## src/rtl/flipflop_wr_pkg.sv

```systemverilog
// Shared constants and helpers for the flipflop_wr write-enabled register.
package flipflop_wr_pkg;

    localparam int FLIPFLOP_WR_DEFAULT_N = 8;
    localparam int FLIPFLOP_WR_MAX_N     = 64;

    // All-zero reset value, sized to the widest legal register and sliced by the user.
    function automatic logic [FLIPFLOP_WR_MAX_N-1:0] zero_reset_val(input int n);
        logic [FLIPFLOP_WR_MAX_N-1:0] val;
        val = '0;
        if (n < 0) val = '0;
        return val;
    endfunction

endpackage

```

## src/rtl/flipflop_wr.sv

```systemverilog
// N-bit register with synchronous active-high reset and write enable.
// Define FLIPFLOP_WR_INIT_EN to power the register up holding RESET_VAL.
module flipflop_wr
    import flipflop_wr_pkg::*;
#(
    parameter int                             N         = FLIPFLOP_WR_DEFAULT_N,
    parameter logic [FLIPFLOP_WR_MAX_N-1:0]   RESET_VAL = zero_reset_val(FLIPFLOP_WR_DEFAULT_N)
) (
    input  logic         clk,
    input  logic         reset,
    input  logic [N-1:0] p_wr,
    input  logic         wr,
    output logic [N-1:0] q_wr
);

    // RESET_VAL is carried at full width so that bits beyond N can be rejected.
    if (N < 1 || N > FLIPFLOP_WR_MAX_N) begin : g_bad_n
        $error("flipflop_wr: N=%0d outside legal range 1..%0d", N, FLIPFLOP_WR_MAX_N);
    end else if (N < FLIPFLOP_WR_MAX_N) begin : g_chk_rv
        if ((RESET_VAL >> N) != '0) begin : g_bad_rv
            $error("flipflop_wr: RESET_VAL has set bits above bit %0d", N - 1);
        end
    end

    localparam logic [N-1:0] RESET_VAL_N = RESET_VAL[N-1:0];

`ifdef FLIPFLOP_WR_INIT_EN
    logic [N-1:0] q_reg = RESET_VAL_N;
`else
    logic [N-1:0] q_reg;
`endif

    always_ff @(posedge clk) begin
        if (reset) begin
            q_reg <= RESET_VAL_N;
        end else if (wr) begin
            q_reg <= p_wr;
        end
    end

    assign q_wr = q_reg;

endmodule

```

## config.mk

```make
export PLATFORM = sky130hd
export DESIGN_NAME = flipflop_wr
export DESIGN_NICKNAME = d
export VERILOG_FILES = /design/src/rtl/flipflop_wr_pkg.sv /design/src/rtl/flipflop_wr.sv
export SDC_FILE = /design/constraint.sdc
export NUM_CORES = 1
export LEC_CHECK = 0
export CORE_AREA = 2 2 39 41
export DETAILED_ROUTE_END_ITERATION = 10
export DIE_AREA = 0 0 41 43
export REMOVE_ABC_BUFFERS = 1
export SLEW_MARGIN = 20
export SYNTH_ARGS = -nofsm -noshare
export SYNTH_HDL_FRONTEND = slang
export SYNTH_SLANG_ARGS = --single-unit
```

## constraint.sdc

```tcl
create_clock -name clk -period 2.2 [get_ports clk]
set_clock_uncertainty 0.2 [all_clocks]
set_input_delay 0.22 -clock clk [delete_from_list [all_inputs] [get_ports clk]]
set_output_delay 0.22 -clock clk [all_outputs]
set_load 0.05 [all_outputs]
```

==> results of run 1 <==
[worst max-delay path by stage]
stage,slack (ns),cells after the start,end
final,0.40,1,q_wr[3]
after global placement,0.58,3,q_wr[3]$_SDFFE_PP0P_
after detailed placement,0.57,3,q_wr[1]$_SDFFE_PP0P_
after global routing,0.35,1,q_wr[3]
after CTS,0.39,1,q_wr[3]
after floorplan,1.12,2,q_wr[0]$_SDFFE_PP0P_
[layer usage]
metal / GRT usage [%] / up-vias
met5: 0 / -
met4: 10.0 / 0
met3: 6.28 / 2
met2: 9.38 / 10
met1: 10.1 / 106
li1: - / 125
[through the flow]
step                      worst slack (ns)  total power (uW)  hold slack (ns)  cell area, um^2  utilization, %
after global routing                 0.346               371            0.324              493            35.6
final                                0.397               346            0.290              493            35.6
after detailed placement             0.571               244            0.285              470            34.0
after floorplan                       1.12               203           0.0924              270               -
after global placement               0.584               244            0.273              470            34.0
after CTS                            0.387               355            0.298              493            35.6
[final cells by class]
cell class,count,area share (%)
multi-input cells,16,22.3
well taps,16,4.06
repair buffers,18,36.5
clock buffers,3,4.57
flip-flops and latches,8,32.5
[cell families after synthesis]
kind of cell,Yosys count,share of synthesized area (%)
buf+inv,2,5.26
simple gates,8,10.5
flops,8,56.1
mux,8,28.1
[synthesized netlist by cell type, drive strengths merged]
cell	n	area (um^2)
dfxtp	8	160
mux2i	8	80.1
nor2	8	30.0
buf	2	15.0
[tightest hold or removal path, delay by kind of cell, from the launching register on]
kind / cells / cell delay [ns]
flip-flops: 1 / 0.32
multiplexers: 1 / 0.07
AND/OR/NAND/NOR: 1 / 0.07
[placed cells by master (no fill, tap or decap), drive strengths merged]
cell type / n
clkbuf: 3
mux2i: 8
clkdlybuf4s50: 18
dfxtp: 8
nor2: 8
[power by group through the flow]
stage / clock network [uW] / logic (uW) / registers, uW
final: 105 / 82.4 / 158
after global routing: 126 / 86.7 / 159
after CTS: 113 / 83.3 / 158
after detailed placement: 0 / 83.0 / 161
after global placement: 0 / 83.0 / 161
after floorplan: 0 / 12.2 / 191
==> run_results.csv, run 1 <==
group,metric,value,unit
status,status,"finished clean",
detailed_routing,initialDrtViolationCount,0,
power_and_ir_drop,swShare,26.7,%
detailed_routing,antenna_left,0,
detailed_routing,met3_length,46,um
clocking,clkSlewWorstSetupHoldPaths,0.05,ns
min_path,holdPathStages,2,
floorplanning,die_x,41,um
clocking,cts_root_buffer,"clkbuf_4",
worst_setup_path,crit_arrival,1.38,ns
worst_setup_path,cp_max_fo,2,
min_path,min-delay-start,"q_wr[1]$_SDFFE_PP0P_",
clocking,cts_sinks,8,
cells_and_area,synthToLayoutAreaGrowth,72.8,%
clocking,hold_buffers,0,
worst_setup_path,cp_cell_sequence,"clkdlybuf4s50_1",
sta,finalSetupViolCount,0,
global_routing,grt_pass1_vias,222,
worst_setup_path,cp.required,1.78,ns
detailed_routing,wl_met2,250,um
yosys,synth_cell_types,5,
cells_and_area,seq_area,160,um^2
global_routing,grt_pass1_wl,897,um
flow_run,max_cap_viol_count,0,
detailed_routing,vias_per_cell,3.98,
worst_setup_path,setup.reg_to_reg.worst_slack,1.40,ns
floorplanning,die_area,1760,um^2
sta,finalMaxSlewViolations,0,
worst_setup_path,end_kind,"output port",
yosys,syn_avg_cell_area,11.0,um^2
yosys,synth_seq_cells,8,
floorplanning,num_rows,14,
sta,fin_crit,1.80,ns
clocking,cts_resized,0,
floorplanning,coreArea,1380,um^2
sta,tns,0,ns
global_routing,grt_usage,8.86,%
place,gp_congestion,0.542,
min_path,min_to,"q_wr[1]$_SDFFE_PP0P_",
min_path,hold_path.class,"reg -> reg",
power_and_ir_drop,p_comb_share,23.8,%
worst_setup_path,rr_endpoint,"q_wr[0]$_SDFFE_PP0P_",
detailed_routing,drcViolationCount,0,
global_routing,overflow,0,
floorplanning,ios,19,
sta,tightest_slew,0.494,ns
yosys,netlist_instances,26,
cells_and_area,final_cells,61,
detailed_routing,dr.max_layer_used,"met4",
place,port_buffers,18,
sta,hold_violations,0,
sta,slew_headroom,67.0,%
worst_setup_path,slowest_delay,0.80,ns
yosys,synth_warnings,0,
clocking,post_cts_buffers,0,
cells_and_area,largest_register_ffs,8,
detailed_routing,routed-via-count,243,
detailed_routing,wl_per_cell,9.48,um
global_routing,grt_start_max_net_pins,9,
power_and_ir_drop,p_int,253,uW
worst_setup_path,rr_worst_depth,2,
power_and_ir_drop,p_clk_share,30.5,%
power_and_ir_drop,ir_drop,0.251,mV
clocking,cts_htree_levels,1,
place,dp.cells,58,
clocking,numCtsBuffers,3,
cells_and_area,fill_cells,161,
clocking,cts_tree,"done",
worst_setup_path,critPathKind,"reg -> out",
power_and_ir_drop,power.density,701,nW/um^2
worst_setup_path,slowest_stage,"clkdlybuf4s50_1",
worst_setup_path,r2r-start,"q_wr[0]$_SDFFE_PP0P_",
sta,min_period_over_period,82.0,%
sta,timing.fmax,555,MHz
worst_setup_path,cp-start-kind,"register",
worst_setup_path,crit_start,"q_wr[3]$_SDFFE_PP0P_",
global_routing,antenna_found_initial,0,
cells_and_area,drive_above_1_share,6.67,%
cells_and_area,layout.nets,58,
cells_and_area,multi_input_area,110,um^2
worst_setup_path,crit_family,"buffers and inverters",
power_and_ir_drop,p_sw,92.2,uW
floorplanning,fp.dieH,43,um
worst_setup_path,path_buf_inv,1,
power_and_ir_drop,p_leak,0.000209,uW
detailed_routing,drt-total-wl,578,um
cells_and_area,antenna_cells,0,
detailed_routing,drt-met1-wl,272,um
sta,rsz0062_at_grt,"no",
detailed_routing,first_pass_iters,1,
yosys,yosysSeqAreaShare,56.1,%
floorplanning,start_util,20.6,%
yosys,syn-cell-area,285,um^2
clocking,clockBufferDepth,2,
clocking,clock_latency,0.24,ns
power_and_ir_drop,seqPwrFrac,45.7,%
No activity file was read; power rests on OpenSTA's default activity.
==> run 2, diff against run 1 <==
Clock period 2.2 ns to 1.8 ns, I/O delays scaled along.
==> run 2 against run 1 <==
Against the previous run:
- final area decreased by 2.5%
- routed wire length is 1.2% lower
- power rose by 22%
- core utilization down 0.90 points
- via count is 3.3% lower
- register-to-register slack got worse by 0.40 ns
==> run_results.csv, run 2 (synthesis results as in run 1) <==
group,metric,value,unit
status,status,"finished clean",
place,pre_cts_ws,0.400,ns
sta,setup_ws,0.640,ns
detailed_routing,wl_per_cell,9.21,um
worst_setup_path,crit_arrival,0.78,ns
worst_setup_path,end_kind,"output port",
clocking,cts_root_buffer,"clkbuf_4",
clocking,cts_sinks,8,
global_routing,grt_pass1_vias,205,
detailed_routing,drt-total-wl,571,um
cells_and_area,drive_above_1_share,26.1,%
cells_and_area,layout_common_cells,"clkdlybuf4s50_1 (10), buf_4 (9), mux2i_1 (8), nor2_1 (8), dfxtp_1 (8)",
sta,timing.fmax,862,MHz
min_path,hold_path.class,"reg -> reg",
cells_and_area,fill_cells,146,
floorplanning,ios,19,
cells_and_area,final_util,34.7,%
clocking,post_cts_buffers,0,
worst_setup_path,slowest_delay,0.34,ns
clocking,cts_tree,"done",
clocking,cts_htree_levels,1,
place,placed_cell_area,458,um^2
detailed_routing,routed-via-count,235,
worst_setup_path,cp_cell_sequence,"buf_4",
cells_and_area,largest_register_ffs,8,
sta,hold_violations,0,
sta,tns,0,ns
global_routing,antenna_found_initial,0,
clocking,cts_resized,0,
clocking,clkSlewWorstSetupHoldPaths,0.05,ns
cells_and_area,layout.nets,59,
clocking,clockBufferDepth,2,
worst_setup_path,slowest_stage,"dfxtp_1",
flow_run,max_cap_viol_count,0,
sta,min_period_over_period,64.5,%
worst_setup_path,critPathKind,"reg -> out",
worst_setup_path,path_buf_inv,1,
clocking,hold_buffers,0,
place,port_buffers,18,
detailed_routing,initialDrtViolationCount,2,
sta,finalSetupViolCount,0,
worst_setup_path,cp_max_fo,2,
global_routing,grt_usage,7.86,%
cells_and_area,synthToLayoutAreaGrowth,68.4,%
floorplanning,start_util,20.6,%
sta,slew_headroom,80.5,%
clocking,numCtsBuffers,3,
power_and_ir_drop,ir_drop,0.300,mV
sta,tightest_slew,0.292,ns
clocking,clock_latency,0.24,ns
global_routing,overflow,0,
floorplanning,coreArea,1380,um^2
detailed_routing,vias_per_cell,3.79,
worst_setup_path,cp-start-kind,"register",
sta,fin_crit,1.16,ns
power_and_ir_drop,p_leak,0.000228,uW
global_routing,grt_pass1_wl,834,um
worst_setup_path,crit_family,"flip-flops",
floorplanning,die_area,1760,um^2
cells_and_area,antenna_cells,0,
worst_setup_path,cp.required,1.42,ns
detailed_routing,antenna_left,0,
floorplanning,num_rows,14,
place,gp_congestion,0.537,
cells_and_area,final_common_cell,"clkdlybuf4s50_1",
sta,finalMaxSlewViolations,0,
floorplanning,die_x,41,um
detailed_routing,drcViolationCount,0,
detailed_routing,first_pass_iters,4,
global_routing,grt_start_max_net_pins,9,
power_and_ir_drop,power.density,877,nW/um^2
sta,rsz0062_at_grt,"no",
floorplanning,fp.dieH,43,um
cells_and_area,postLayoutCellArea,480,um^2
-- run 2: routing by layer --
layer	global-route usage, %	wire length [um]	vias up
li1	-	-	125
met1	9.12	239	98
met2	9.06	264	10
met3	3.14	59	2
met4	10.0	8	0
met5	0	0	-
-- run 2: final cells by class --
cell class | count | area (um^2) | area share, %
clock buffers | 3 | 22.5 | 4.69
multi-input cells | 16 | 110 | 22.9
flip-flops and latches | 8 | 160 | 33.3
well taps | 16 | 20.0 | 4.17
repair buffers | 19 | 168 | 34.9
-- run 2: through the flow --
| stage | instances | hold slack (ns) | total power (uW) |
|---|---|---|---|
| after floorplan | 24 | 0.0524 | 248 |
| after global placement | 59 | 0.275 | 296 |
| after detailed placement | 59 | 0.283 | 296 |
| after CTS | 62 | 0.296 | 434 |
| after global routing | 62 | 0.322 | 450 |
| final | 62 | 0.290 | 421 |
-- run 2: report_power, final --
part           total [uW]  leakage (uW)  switching (uW)  internal (uW)
clock network         130     0.0000138            54.0           75.8
registers             193     0.0000661            5.06            188
logic                98.4      0.000148            55.0           43.4
-- run 2: worst paths after layout --
kind / cells past startpoint / endpoint / slack [ns] / start
worst max-delay path: 1 / q_wr[3] / 0.64 / q_wr[3]$_SDFFE_PP0P_
worst min-delay path: 2 / q_wr[6]$_SDFFE_PP0P_ / 0.29 / q_wr[6]$_SDFFE_PP0P_
worst max register to register: 2 / q_wr[0]$_SDFFE_PP0P_ / 1.00 / q_wr[0]$_SDFFE_PP0P_
worst min register to register: 2 / q_wr[6]$_SDFFE_PP0P_ / 0.29 / q_wr[6]$_SDFFE_PP0P_
